[src/rtl/muldiv_if.sv]
// Handshake/operand bundle between the EX stage and the iterative RV32M multiply/divide unit.
// The pipeline side drives the op request; the unit returns stall/busy/done/result.
interface muldiv_if #(
  parameter int XLEN = 32
);
  logic            start;
  logic [2:0]      func3;
  logic [XLEN-1:0] rs1;
  logic [XLEN-1:0] rs2;
  logic            flush;
  logic            busy;
  logic            stall;
  logic            done;
  logic [XLEN-1:0] result;

  modport master (
    output start, func3, rs1, rs2, flush,
    input  busy, stall, done, result
  );

  modport slave (
    input  start, func3, rs1, rs2, flush,
    output busy, stall, done, result
  );
endinterface

[src/rtl/muldiv_sequencer.sv]
// Iterative RV32M multiply/divide unit: shift-add multiply and restoring divide on operand
// magnitudes, one bit per cycle, with a final sign-fix cycle and single-cycle divide special cases.
module muldiv_sequencer #(
  parameter int XLEN  = 32,
  parameter int CNT_W = $clog2(XLEN)
) (
  input  logic clk,
  input  logic rst,
  muldiv_if.slave bus
);

  typedef enum logic [1:0] {
    S_IDLE = 2'd0,
    S_CALC = 2'd1,
    S_FIX  = 2'd2,
    S_DONE = 2'd3
  } state_t;

  localparam logic [CNT_W-1:0] LAST_CNT = CNT_W'(XLEN - 1);
  localparam logic [XLEN-1:0]  MOST_NEG = {1'b1, {(XLEN-1){1'b0}}};
  localparam logic [XLEN-1:0]  ALL_ONES = {XLEN{1'b1}};
  localparam logic [XLEN-1:0]  ZERO     = {XLEN{1'b0}};

  function automatic logic rs1_is_signed(input logic [2:0] f3);
    case (f3)
      3'b000, 3'b001, 3'b010, 3'b100, 3'b110: rs1_is_signed = 1'b1;
      default:                                rs1_is_signed = 1'b0;
    endcase
  endfunction

  function automatic logic rs2_is_signed(input logic [2:0] f3);
    case (f3)
      3'b000, 3'b001, 3'b100, 3'b110: rs2_is_signed = 1'b1;
      default:                        rs2_is_signed = 1'b0;
    endcase
  endfunction

  state_t            r_state;
  state_t            w_state_nxt;
  logic [CNT_W-1:0]  r_cnt;
  logic [2:0]        r_func3;
  logic              r_sign_a;
  logic              r_sign_b;
  logic [XLEN-1:0]   r_op;
  logic [2*XLEN-1:0] r_acc;
  logic [XLEN-1:0]   r_rem;
  logic              r_done;
  logic [XLEN-1:0]   r_result;

  logic              w_accept;
  logic              w_is_div;
  logic              w_sign_a;
  logic              w_sign_b;
  logic [XLEN-1:0]   w_mag_a;
  logic [XLEN-1:0]   w_mag_b;
  logic              w_div0;
  logic              w_ovf;
  logic              w_special;
  logic [XLEN-1:0]   w_special_res;
  logic [XLEN:0]     w_mul_sum;
  logic [XLEN:0]     w_div_part;
  logic [XLEN:0]     w_div_diff;
  logic              w_div_ge;
  logic              w_neg;
  logic [2*XLEN-1:0] w_prod;
  logic [XLEN-1:0]   w_quot;
  logic [XLEN-1:0]   w_remv;
  logic [XLEN-1:0]   w_fix_res;
  logic              w_done_nxt;
  logic              w_res_we;

  assign w_accept  = (r_state == S_IDLE) & bus.start & ~bus.flush & ~rst;
  assign w_is_div  = bus.func3[2];
  assign w_sign_a  = rs1_is_signed(bus.func3) & bus.rs1[XLEN-1];
  assign w_sign_b  = rs2_is_signed(bus.func3) & bus.rs2[XLEN-1];
  assign w_mag_a   = w_sign_a ? (ZERO - bus.rs1) : bus.rs1;
  assign w_mag_b   = w_sign_b ? (ZERO - bus.rs2) : bus.rs2;
  assign w_div0    = w_is_div & (bus.rs2 == ZERO);
  assign w_ovf     = w_is_div & ~bus.func3[0] & (bus.rs1 == MOST_NEG) & (bus.rs2 == ALL_ONES);
  assign w_special = w_div0 | w_ovf;

  // Divide-by-zero and signed overflow resolve without iterating.
  always_comb begin
    w_special_res = ZERO;
    if (w_div0) begin
      w_special_res = bus.func3[1] ? bus.rs1 : ALL_ONES;
    end else if (w_ovf) begin
      w_special_res = bus.func3[1] ? ZERO : MOST_NEG;
    end else begin
      w_special_res = ZERO;
    end
  end

  // Multiply keeps the multiplier in acc[XLEN-1:0] and shifts the product in from the top;
  // divide keeps the dividend/quotient in acc[XLEN-1:0] with the partial remainder in r_rem.
  assign w_mul_sum  = {1'b0, r_acc[2*XLEN-1:XLEN]} + (r_acc[0] ? {1'b0, r_op} : {(XLEN+1){1'b0}});
  assign w_div_part = {r_rem, r_acc[XLEN-1]};
  assign w_div_diff = w_div_part - {1'b0, r_op};
  assign w_div_ge   = ~w_div_diff[XLEN];

  assign w_neg  = r_sign_a ^ r_sign_b;
  assign w_prod = w_neg ? ({(2*XLEN){1'b0}} - r_acc) : r_acc;
  assign w_quot = w_neg ? (ZERO - r_acc[XLEN-1:0]) : r_acc[XLEN-1:0];
  assign w_remv = r_sign_a ? (ZERO - r_rem) : r_rem;

  // Final result selection from the sign-corrected product, quotient or remainder.
  always_comb begin
    w_fix_res = ZERO;
    case (r_func3)
      3'b000:                 w_fix_res = w_prod[XLEN-1:0];
      3'b001, 3'b010, 3'b011: w_fix_res = w_prod[2*XLEN-1:XLEN];
      3'b100, 3'b101:         w_fix_res = w_quot;
      3'b110, 3'b111:         w_fix_res = w_remv;
      default:                w_fix_res = ZERO;
    endcase
  end

  // Next-state and commit control; flush wins over everything, including a new start.
  always_comb begin
    w_state_nxt = r_state;
    w_done_nxt  = 1'b0;
    w_res_we    = 1'b0;
    if (bus.flush) begin
      w_state_nxt = S_IDLE;
    end else begin
      case (r_state)
        S_IDLE: begin
          if (w_accept) begin
            if (w_special) begin
              w_state_nxt = S_DONE;
              w_done_nxt  = 1'b1;
              w_res_we    = 1'b1;
            end else begin
              w_state_nxt = S_CALC;
            end
          end else begin
            w_state_nxt = S_IDLE;
          end
        end
        S_CALC: begin
          if (r_cnt == LAST_CNT) begin
            w_state_nxt = S_FIX;
          end else begin
            w_state_nxt = S_CALC;
          end
        end
        S_FIX: begin
          w_state_nxt = S_DONE;
          w_done_nxt  = 1'b1;
          w_res_we    = 1'b1;
        end
        S_DONE:  w_state_nxt = S_IDLE;
        default: w_state_nxt = S_IDLE;
      endcase
    end
  end

  // State register.
  always_ff @(posedge clk) begin
    if (rst) begin
      r_state <= S_IDLE;
    end else begin
      r_state <= w_state_nxt;
    end
  end

  // Operand capture, per-cycle iteration and result/done registers.
  always_ff @(posedge clk) begin
    if (rst) begin
      r_cnt    <= {CNT_W{1'b0}};
      r_func3  <= 3'b000;
      r_sign_a <= 1'b0;
      r_sign_b <= 1'b0;
      r_op     <= ZERO;
      r_acc    <= {(2*XLEN){1'b0}};
      r_rem    <= ZERO;
      r_done   <= 1'b0;
      r_result <= ZERO;
    end else begin
      r_done <= w_done_nxt;
      if (w_res_we) begin
        r_result <= (r_state == S_FIX) ? w_fix_res : w_special_res;
      end
      if (bus.flush) begin
        r_cnt <= {CNT_W{1'b0}};
      end else if (w_accept) begin
        r_cnt    <= {CNT_W{1'b0}};
        r_func3  <= bus.func3;
        r_sign_a <= w_sign_a;
        r_sign_b <= w_sign_b;
        r_op     <= w_is_div ? w_mag_b : w_mag_a;
        r_acc    <= {ZERO, (w_is_div ? w_mag_a : w_mag_b)};
        r_rem    <= ZERO;
      end else if (r_state == S_CALC) begin
        r_cnt <= r_cnt + CNT_W'(1);
        if (r_func3[2]) begin
          r_rem <= w_div_ge ? w_div_diff[XLEN-1:0] : w_div_part[XLEN-1:0];
          r_acc <= {r_acc[2*XLEN-1:XLEN], r_acc[XLEN-2:0], w_div_ge};
        end else begin
          r_acc <= {w_mul_sum, r_acc[XLEN-1:1]};
        end
      end
    end
  end

  assign bus.busy   = (r_state == S_CALC) | (r_state == S_FIX);
  assign bus.stall  = w_accept | bus.busy;
  assign bus.done   = r_done;
  assign bus.result = r_result;

endmodule

[src/flat_wrapper.sv]
// flat-port wrapper written by rule: the top's interface ports become plain ports
module muldiv_sequencer_flat 
#(
  parameter int XLEN  = 32,
  parameter int CNT_W = $clog2(XLEN)
)
  (clk, rst, bus_start, bus_func3, bus_rs1, bus_rs2, bus_flush, bus_busy, bus_stall, bus_done, bus_result);
  muldiv_if #(.XLEN(XLEN)) bus_i ();
  input  logic clk;
  input  logic rst;
  input wire logic [$bits(bus_i.start)-1:0] bus_start;
  input wire logic [$bits(bus_i.func3)-1:0] bus_func3;
  input wire logic [$bits(bus_i.rs1)-1:0] bus_rs1;
  input wire logic [$bits(bus_i.rs2)-1:0] bus_rs2;
  input wire logic [$bits(bus_i.flush)-1:0] bus_flush;
  output wire logic [$bits(bus_i.busy)-1:0] bus_busy;
  output wire logic [$bits(bus_i.stall)-1:0] bus_stall;
  output wire logic [$bits(bus_i.done)-1:0] bus_done;
  output wire logic [$bits(bus_i.result)-1:0] bus_result;
  assign bus_i.start = bus_start;
  assign bus_i.func3 = bus_func3;
  assign bus_i.rs1 = bus_rs1;
  assign bus_i.rs2 = bus_rs2;
  assign bus_i.flush = bus_flush;
  assign bus_busy = bus_i.busy;
  assign bus_stall = bus_i.stall;
  assign bus_done = bus_i.done;
  assign bus_result = bus_i.result;
  muldiv_sequencer #(.XLEN(XLEN), .CNT_W(CNT_W)) u_core (.clk(clk), .rst(rst), .bus(bus_i));
endmodule
[config.mk]
export PLATFORM = sky130hd
export DESIGN_NAME = muldiv_sequencer_flat
export DESIGN_NICKNAME = d
export VERILOG_FILES = /design/src/rtl/muldiv_if.sv /design/src/rtl/muldiv_sequencer.sv /design/src/flat_wrapper.sv
export SDC_FILE = /design/constraint.sdc
export NUM_CORES = 1
export LEC_CHECK = 0
export BUFFER_PORTS_ARGS = -buffer_cell sky130_fd_sc_hd__buf_2
export CELL_PAD_IN_SITES_DETAIL_PLACEMENT = 1
export CELL_PAD_IN_SITES_GLOBAL_PLACEMENT = 2
export CORE_MARGIN = 3
export CORE_UTILIZATION = 39
export CTS_CLUSTER_DIAMETER = 200
export DETAILED_ROUTE_END_ITERATION = 7
export PLACE_DENSITY_LB_ADDON = 0.1
export RECOVER_POWER = 100
export SYNTH_ARGS = -nofsm -noshare
export SYNTH_HDL_FRONTEND = slang
export SYNTH_SLANG_ARGS = --single-unit
[constraint.sdc]
create_clock -name clk -period 5.8 [get_ports clk]
set_clock_uncertainty 0.2 [all_clocks]
set_input_delay 1.16 -clock clk [delete_from_list [all_inputs] [get_ports clk]]
set_output_delay 1.16 -clock clk [all_outputs]
set_load 0.05 [all_outputs]
==> results by group, run 1 <==
Status
  – Status: finished with violations
  – Failing checks: max-capacitance violations, max-slew violations

Route
  – Vias per inst: 6.15
  – Final ANT Viol Nets: 0
  – First-pass DRT Iterations: 5
  – First DRT Iteration DRCs: 1,282
  – Drt total wl: 66,600 um
  – DRC violations left: 0
  – WL/cell: 25.1 um
  – Total number of vias: 16,300

Setup path
  – Critical Path Fanout Max: 57
  – FF-to-FF setup slack: 1.36 ns
  – Critical path arrival: 5.06 ns
  – Worst setup EP type: flop
  – Worst endpoint required time: 5.97 ns
  – Register-to-Register Path Depth: 10
  – R2r endpoint: u_core.bus.result[24]
  – Critical path class: in -> reg
  – CP Launch Type: input pin
  – Worst flop-to-flop path startpoint: u_core.r_state[1]

Placed design
  – Placement Cell Area: 16,300 sq um
  – Final GP Congestion: 0.931
  – PortBufs: 105
  – Dpl hpwl: 52,900 um

Yosys
  – Post-Syn Instances: 2,110
  – YS warnings: 0
  – Syn_nets: 2,258
  – Flops & latches, synth: 173
  – Main synth FF type: dfxtp_1
  – Async SR Flop Fraction: 0
  – Synthesized area: 15,400 sq um
  – Synth top cells by count: nand2_1 (241), nor2_1 (229), dfxtp_1 (173), a21oi_1 (161), o21ai_0 (134)
  – Post-synth EDFFs: 0
  – Most common cell in the netlist: nand2_1
  – Dominant cell type by area after synthesis: dfxtp_1
  – Synth cell types: 78
  – Seq/Total Area, Yosys: 0.225
  – Top post-synthesis cells by area: dfxtp_1 (22%), xor2_1 (6.4%), ha_1 (6.1%)
  – Syn Area/Cell: 7.30 sq um
  – Share of the synthesized area in the top cell type: 0.225

Hold path
  – Hold WC Path Type: reg -> reg
  – Worst Hold Path Cells: 2
  – Worst Hold Launch: u_core.r_op[5]
  – WHS Endpoint: u_core.r_op[5]

Timing
  – Final setup viols: 0
  – Min Tclk post-route: 4.89 ns
  – RSZ-0062 raised after global routing: no
  – Peak Freq: 204 MHz
  – Least-Margin Pin Slew: 1.82 ns
  – Period utilisation layout: 0.844
  – Worst rel slew slack: -0.210
  – Pins Over Slew Limit: 38
  – Final hold violation count: 0
  – Setup_tns: 0 ns
  – Hold slack: 0.255 ns

Power
  – Pwr per Cell Area: 200 nW/um^2
  – Clock Power Share: 0.368
  – Net switching power: 1180 uW
  – Combinational Power Share: 0.261
  – Sequential power share: 0.372
  – Internal power: 2200 uW
  – Worst VDD drop: 221 uV
  – Sw Ratio: 0.348
  – Leakage power: 0.00644 uW

Layout
  – Fin nets: 2,274
  – Fraction of layout cells with a size suffix above 1: 0.0739
  – FILL cells: 4,913
  – Sequential cell area: 3460 sq um
  – Layout area overhead: 9.32%
  – Final instance area: 16,800 sq um
  – Area of the multi-input gates: 11,200 sq um

Global routing
  – Total GRT Usage: 0.315
  – Initial antenna violation count: 1
  – Met1 Usage GRT: 0.442
  – Total congestion overflow: 0
  – Vias in the first global route: 16,000
  – Met3 Usage GRT: 0.0623
  – First-pass GRT wire length: 99,900 um
  – Met2 usage: 0.486
  – Layer with the highest usage: met2
  – Pin count of the biggest net entering global routing: 76

Job
  – Max Cap Viol: 1

Clocking
  – H-tree depth: 4
  – Clk_lat worst skew: 0.47 ns
  – CTS Sinks: 173
  – Reg clk slew, reported paths: 0.08 ns
  – Root Buffer: clkbuf_16
  – Bufs on Longest Clock Path: 2
  – Gates resized, CTS repair: 0
  – CTS tree: yes
  – Post-CTS Setup Inserts: 0
  – # hold bufs at CTS: 0
  – CTS Buf Count: 17

Floorplan
  – I/O pins: 106
  – Core Box Area: 38,800 sq um
  – Starting density of the core: 0.397
  – Placement row count: 72
  – Die area: 41,900 sq um
  – Die height: 205 um
  – DIE WIDTH: 205 um
==> metal layers <==
layer	routed length [um]	vias up
li1	-	7674
met1	31300	8206
met2	29600	392
met3	3720	66
met4	2020	0
met5	0	-
==> worst max-delay path, stage by stage <==
cell,delay [ns]
buf_4,0.31
nor3_1,0.85
clkbuf_1,0.93
o21ai_0,0.61
a21oi_4,0.38
buf_4,0.43
nor2_1,0.09
nor4_1,0.30
==> state kept, by name (all words and copies together) (netlist names) <==
name / count
u_core.r_cnt: 5
u_core.r_rem: 32
u_core.r_sign_a: 1
u_core.r_state: 2
u_core.bus.result: 32
u_core.r_func3: 3
u_core.bus.done: 1
u_core.r_sign_b: 1
u_core.r_op: 32
u_core.r_acc: 64
==> cell type report <==
type                            count  area share
Clock inverter                     13     0.00988
Clock buffer                       19      0.0263
Timing Repair Buffer              131      0.0399
Multi-Input combinational cell   1727       0.663
Inverter                           76      0.0169
Tap cell                          518      0.0385
Sequential cell                   173       0.206
Antenna cell                        1    0.000149
==> per-stage QoR <==
| step | power (uW) | std cells | utilization | setup WS (ns) |
|---|---|---|---|---|
| 6_report | 3380 | 2658 | 0.434 | 0.905 |
| 5_1_grt | 3520 | 2657 | 0.434 | 0.727 |
| 4_1_cts | 3380 | 2657 | 0.436 | 1.46 |
| 3_5_place_dp | 2140 | 2625 | 0.420 | 0.997 |
| 3_3_place_gp | 2130 | 2625 | 0.420 | 1.07 |
| 2_1_floorplan | 1840 | 2110 | - | 1.99 |
==> placed cells by master, fill, tap and decap left out, types with 17 or more instances in the layout <==
master,synthesis,layout
clkbuf_16,0,17
nand2b_1,23,23
buf_4,6,22
nor3_1,53,52
a21o_1,42,42
a21oi_1,161,159
nand2_1,241,241
nor2_1,229,229
o22ai_1,36,36
xor2_1,113,112
clkbuf_1,105,44
mux2i_1,74,74
o21ai_0,134,135
nand3_1,22,21
a31oi_1,36,36
o31ai_1,35,35
buf_2,8,65
xnor2_1,85,84
dfxtp_1,173,172
a211oi_1,39,39
o41ai_1,18,18
o211ai_1,39,39
nor4_1,23,24
ha_1,75,75
inv_1,75,75
==> worst max path at each step <==
stage | slack (ns) | depth (start not counted) | to | start
floorplan | 1.99 | 8 | u_core.r_acc[25] | bus_rs2[9]
global placement | 1.07 | 11 | u_core.bus.result[7] | bus_rs2[9]
detailed placement | 1.0 | 10 | u_core.bus.result[24] | bus_rs2[9]
CTS | 1.46 | 10 | u_core.bus.result[24] | bus_rs2[9]
global route | 0.73 | 8 | u_core.bus.result[24] | rst
finish | 0.91 | 8 | u_core.bus.result[24] | rst
==> power by group through the flow <==
stage	clock (uW)	combinational (uW)	sequential (uW)
floorplan	0	573	1270
global route	1310	947	1260
detailed placement	0	862	1280
finish	1240	880	1250
CTS	1260	867	1250
global placement	0	850	1280
==> cell families (layout without fill, tap and decap cells) <==
group	Yosys count	after routing	synth area share
AOI/OAI and AO/OA	673	673	0.286
xor gates and xnor gates	198	198	0.113
adders and majority gates	77	77	0.0635
buffers and inverters	210	239	0.0538
DFF	173	173	0.225
muxes	76	76	0.0495
other	0	1	0
and+or+nand+nor	703	703	0.210
(Power assumes the default switching activity.)
==> inputs of run 2 (changes only) <==
--- a/config.mk
+++ b/config.mk
@@ -9,7 +9,7 @@
 export CELL_PAD_IN_SITES_DETAIL_PLACEMENT = 1
 export CELL_PAD_IN_SITES_GLOBAL_PLACEMENT = 2
 export CORE_MARGIN = 3
-export CORE_UTILIZATION = 39
+export CORE_UTILIZATION = 33
 export CTS_CLUSTER_DIAMETER = 200
 export DETAILED_ROUTE_END_ITERATION = 7
 export PLACE_DENSITY_LB_ADDON = 0.1
==> constraint.sdc (replaced) <==
create_clock -name clk -period 4.1 [get_ports clk]
set_clock_uncertainty 0.2 [all_clocks]
set_input_delay 0.82 -clock clk [delete_from_list [all_inputs] [get_ports clk]]
set_output_delay 0.82 -clock clk [all_outputs]
set_load 0.05 [all_outputs]
==> results by group, run 2 (synthesis gave the netlist of run 1 again) <==
Setup path
  – Worst flop-to-flop path startpoint: u_core.r_acc[31] (was u_core.r_state[1])
  – Worst setup path end: u_core.r_rem[19] (was u_core.bus.result[24])
  – Critical Path Fanout Max: 22 (was 57)
  – CP Cell Sequence: inv_1, ha_1, fa_1, nand2b_1, a21o_1, a21oi_1, a311o_1, a21o_1, o41ai_1, nor3_4, buf_12, nand2_1, o21ai_0 (was buf_4, nor3_1, clkbuf_1, o21ai_0, a21oi_4, buf_4, nor2_1, nor4_1)
  – Worst endpoint required time: 4.32 ns (was 5.97 ns)
  – Critical path arrival: 4.17 ns (was 5.06 ns)
  – CP max stage delay: 0.42 ns (was 0.93 ns)
  – CP Launch Type: flop (was input pin)
  – Register-to-Register Path Depth: 13 (was 10)
  – Worst setup EP type: flop (unchanged)
  – CP dominant cell by count: a21o_1 (was buf_4)
  – Setup crit start: u_core.r_acc[31] (was rst)
  – FF-to-FF setup slack: 0.15 ns (was 1.36 ns)
  – Slowest cell on the critical path: dfxtp_1 (was clkbuf_1)
  – R2r endpoint: u_core.r_rem[19] (was u_core.bus.result[24])
  – Critical path class: reg -> reg (was in -> reg)

Power
  – Worst VDD drop: 270 uV (was 221 uV)
  – Pwr per Cell Area: 276 nW/um^2 (was 200 nW/um^2)
  – Total power: 4820 uW (was 3380 uW)
  – Leakage power: 0.00678 uW (was 0.00644 uW)

Layout
  – Commonest non-fill, non-tap cell in the layout: nand2_1 (unchanged)
  – Fraction of layout cells with a size suffix above 1: 0.102 (was 0.0739)
  – Max FFs per register: 64 (unchanged)
  – Most frequent cells in the layout: nand2_1 (241), nor2_1 (229), dfxtp_1 (172) (unchanged)
  – Fin nets: 2,350 (was 2,274)
  – Layout area overhead: 13.4% (was 9.32%)
  – Largest reg by FF count: u_core.r_acc (unchanged)

Status
  – Status: finished clean (was finished with violations)

Timing
  – RSZ-0062 raised after global routing: no (unchanged)
  – Pins Over Slew Limit: 0 (was 38)
  – Final hold violation count: 0 (unchanged)
  – Min Tclk post-route: 3.95 ns
  – Period utilisation layout: 0.964
  – Setup_tns: 0 ns (unchanged)
  – Peak Freq: 253 MHz
  – Least-Margin Pin Slew: 1.37 ns (was 1.82 ns)
  – Final setup viols: 0 (unchanged)
  – Worst rel slew slack: 0.0889 (was -0.210)

Route
  – Final ANT Viol Nets: 0 (unchanged)
  – DRC violations left: 0 (unchanged)
  – First DRT Iteration DRCs: 1,271 (was 1,282)
  – WL/cell: 25.1 um (about the same)
  – First-pass DRT Iterations: 5 (unchanged)
  – Drt total wl: 70,500 um (was 66,600 um)
  – Total number of vias: 16,500 (was 16,300)
  – Vias per inst: 5.87 (was 6.15)

Floorplan
  – Placement row count: 78 (was 72)
  – Die height: 222 um (was 205 um)
  – Core Box Area: 45,800 sq um (was 38,800 sq um)
  – DIE WIDTH: 222 um (was 205 um)
  – Starting density of the core: 0.337 (was 0.397)
  – I/O pins: 106 (unchanged)
  – Die area: 49,300 sq um (was 41,900 sq um)

Global routing
  – Total congestion overflow: 0 (unchanged)
  – Total GRT Usage: 0.283 (was 0.315)
  – Initial antenna violation count: 1 (unchanged)
  – First-pass GRT wire length: 106,000 um (was 99,900 um)
  – Vias in the first global route: 16,400 (was 16,000)
  – Pin count of the biggest net entering global routing: 67 (was 76)

Clocking
  – Root Buffer: clkbuf_16 (unchanged)
  – CTS tree: yes (unchanged)
  – CTS Sinks: 173 (unchanged)
  – Bufs on Longest Clock Path: 2 (unchanged)
  – CTS Buf Count: 17 (unchanged)
  – # hold bufs at CTS: 0 (unchanged)
  – H-tree depth: 4 (unchanged)
  – Reg clk slew, reported paths: 0.07 ns (was 0.08 ns)
  – Clk_lat worst skew: 0.50 ns (was 0.47 ns)

Hold path
  – Worst Hold Path Cells: 2 (unchanged)
  – Hold WC Path Type: reg -> reg (unchanged)

Placed design
  – Dpl hpwl: 57,100 um (was 52,900 um)
  – PortBufs: 105 (unchanged)
  – Final GP Congestion: 0.938 (was 0.931)

Job
  – Max Cap Viol: 0 (was 1)
[run 2: cell types whose count changed in the layout (fill, tap and decap cells not counted), moves of 3 or more]
cell      delta
clkbuf_1     +8
buf_4       +58
buf_2        +4
clkbuf_2     +3
[run 2: worst min-delay path by stage]
stage | from | to | slack [ns]
after global placement | u_core.r_op[6] | u_core.r_op[6] | 0.24
after detailed placement | u_core.r_op[15] | u_core.r_op[15] | 0.25
after global routing | u_core.r_op[11] | u_core.r_op[11] | 0.29
final | u_core.r_op[15] | u_core.r_op[15] | 0.26
after CTS | u_core.r_op[15] | u_core.r_op[15] | 0.26
after floorplan | u_core.r_op[10] | u_core.r_op[10] | 0.23
[run 2: final cells by class]
class / instances / area (sq um)
antenna: 1 / 2.50
clock buffer: 19 / 453
clock inverter: 12 / 139
fill: 5736 / 28300
inverter: 76 / 285
multi-input combinational: 1727 / 11200
sequential: 173 / 3460
tap: 600 / 751
timing repair buffer: 207 / 1200
[run 2: critical path: cells and delay by family (launching register included)]
kind	cells	cell delay, ns
flip-flops	1	0.42
AND/OR/NAND/NOR	3	0.81
adder cells (fa/ha/maj)	2	0.67
AO/OA/AOI/OAI	6	1.41
buffers and inverters	2	0.35
[run 2: metrics by stage]
stage	hold WS, ns	instance area, sq um	util	cells	setup WS [ns]
after global placement	0.243	17000	0.371	2782	0.150
final	0.256	17500	0.382	2815	0.150
after detailed placement	0.249	17000	0.371	2782	0.103
after global routing	0.289	17500	0.381	2814	0.0205
after CTS	0.257	17600	0.384	2813	0.253
after floorplan	0.232	15400	-	2110	0.629
[run 2: routing by layer]
metal / track usage / vias to the layer above / share of wire
li1: - / 7822 / -
met1: 0.405 / 8313 / 0.49
met4: 0.0869 / 0 / 0.024
met2: 0.443 / 323 / 0.45
met3: 0.0344 / 69 / 0.039
met5: 0 / - / 0
[run 2: power by group]
part	internal [uW]	switching [uW]	leakage [uW]
Clock	930	814	0.000283
Combinational	454	855	0.00510
Sequential	1720	51.6	0.00140
Total	3100	1720	0.00678
[run 2: what timing repair did]
action,4_1_cts,5_1_grt
gates resized for setup,0,2
buffers inserted,0,1
setup endpoints to repair,0,3
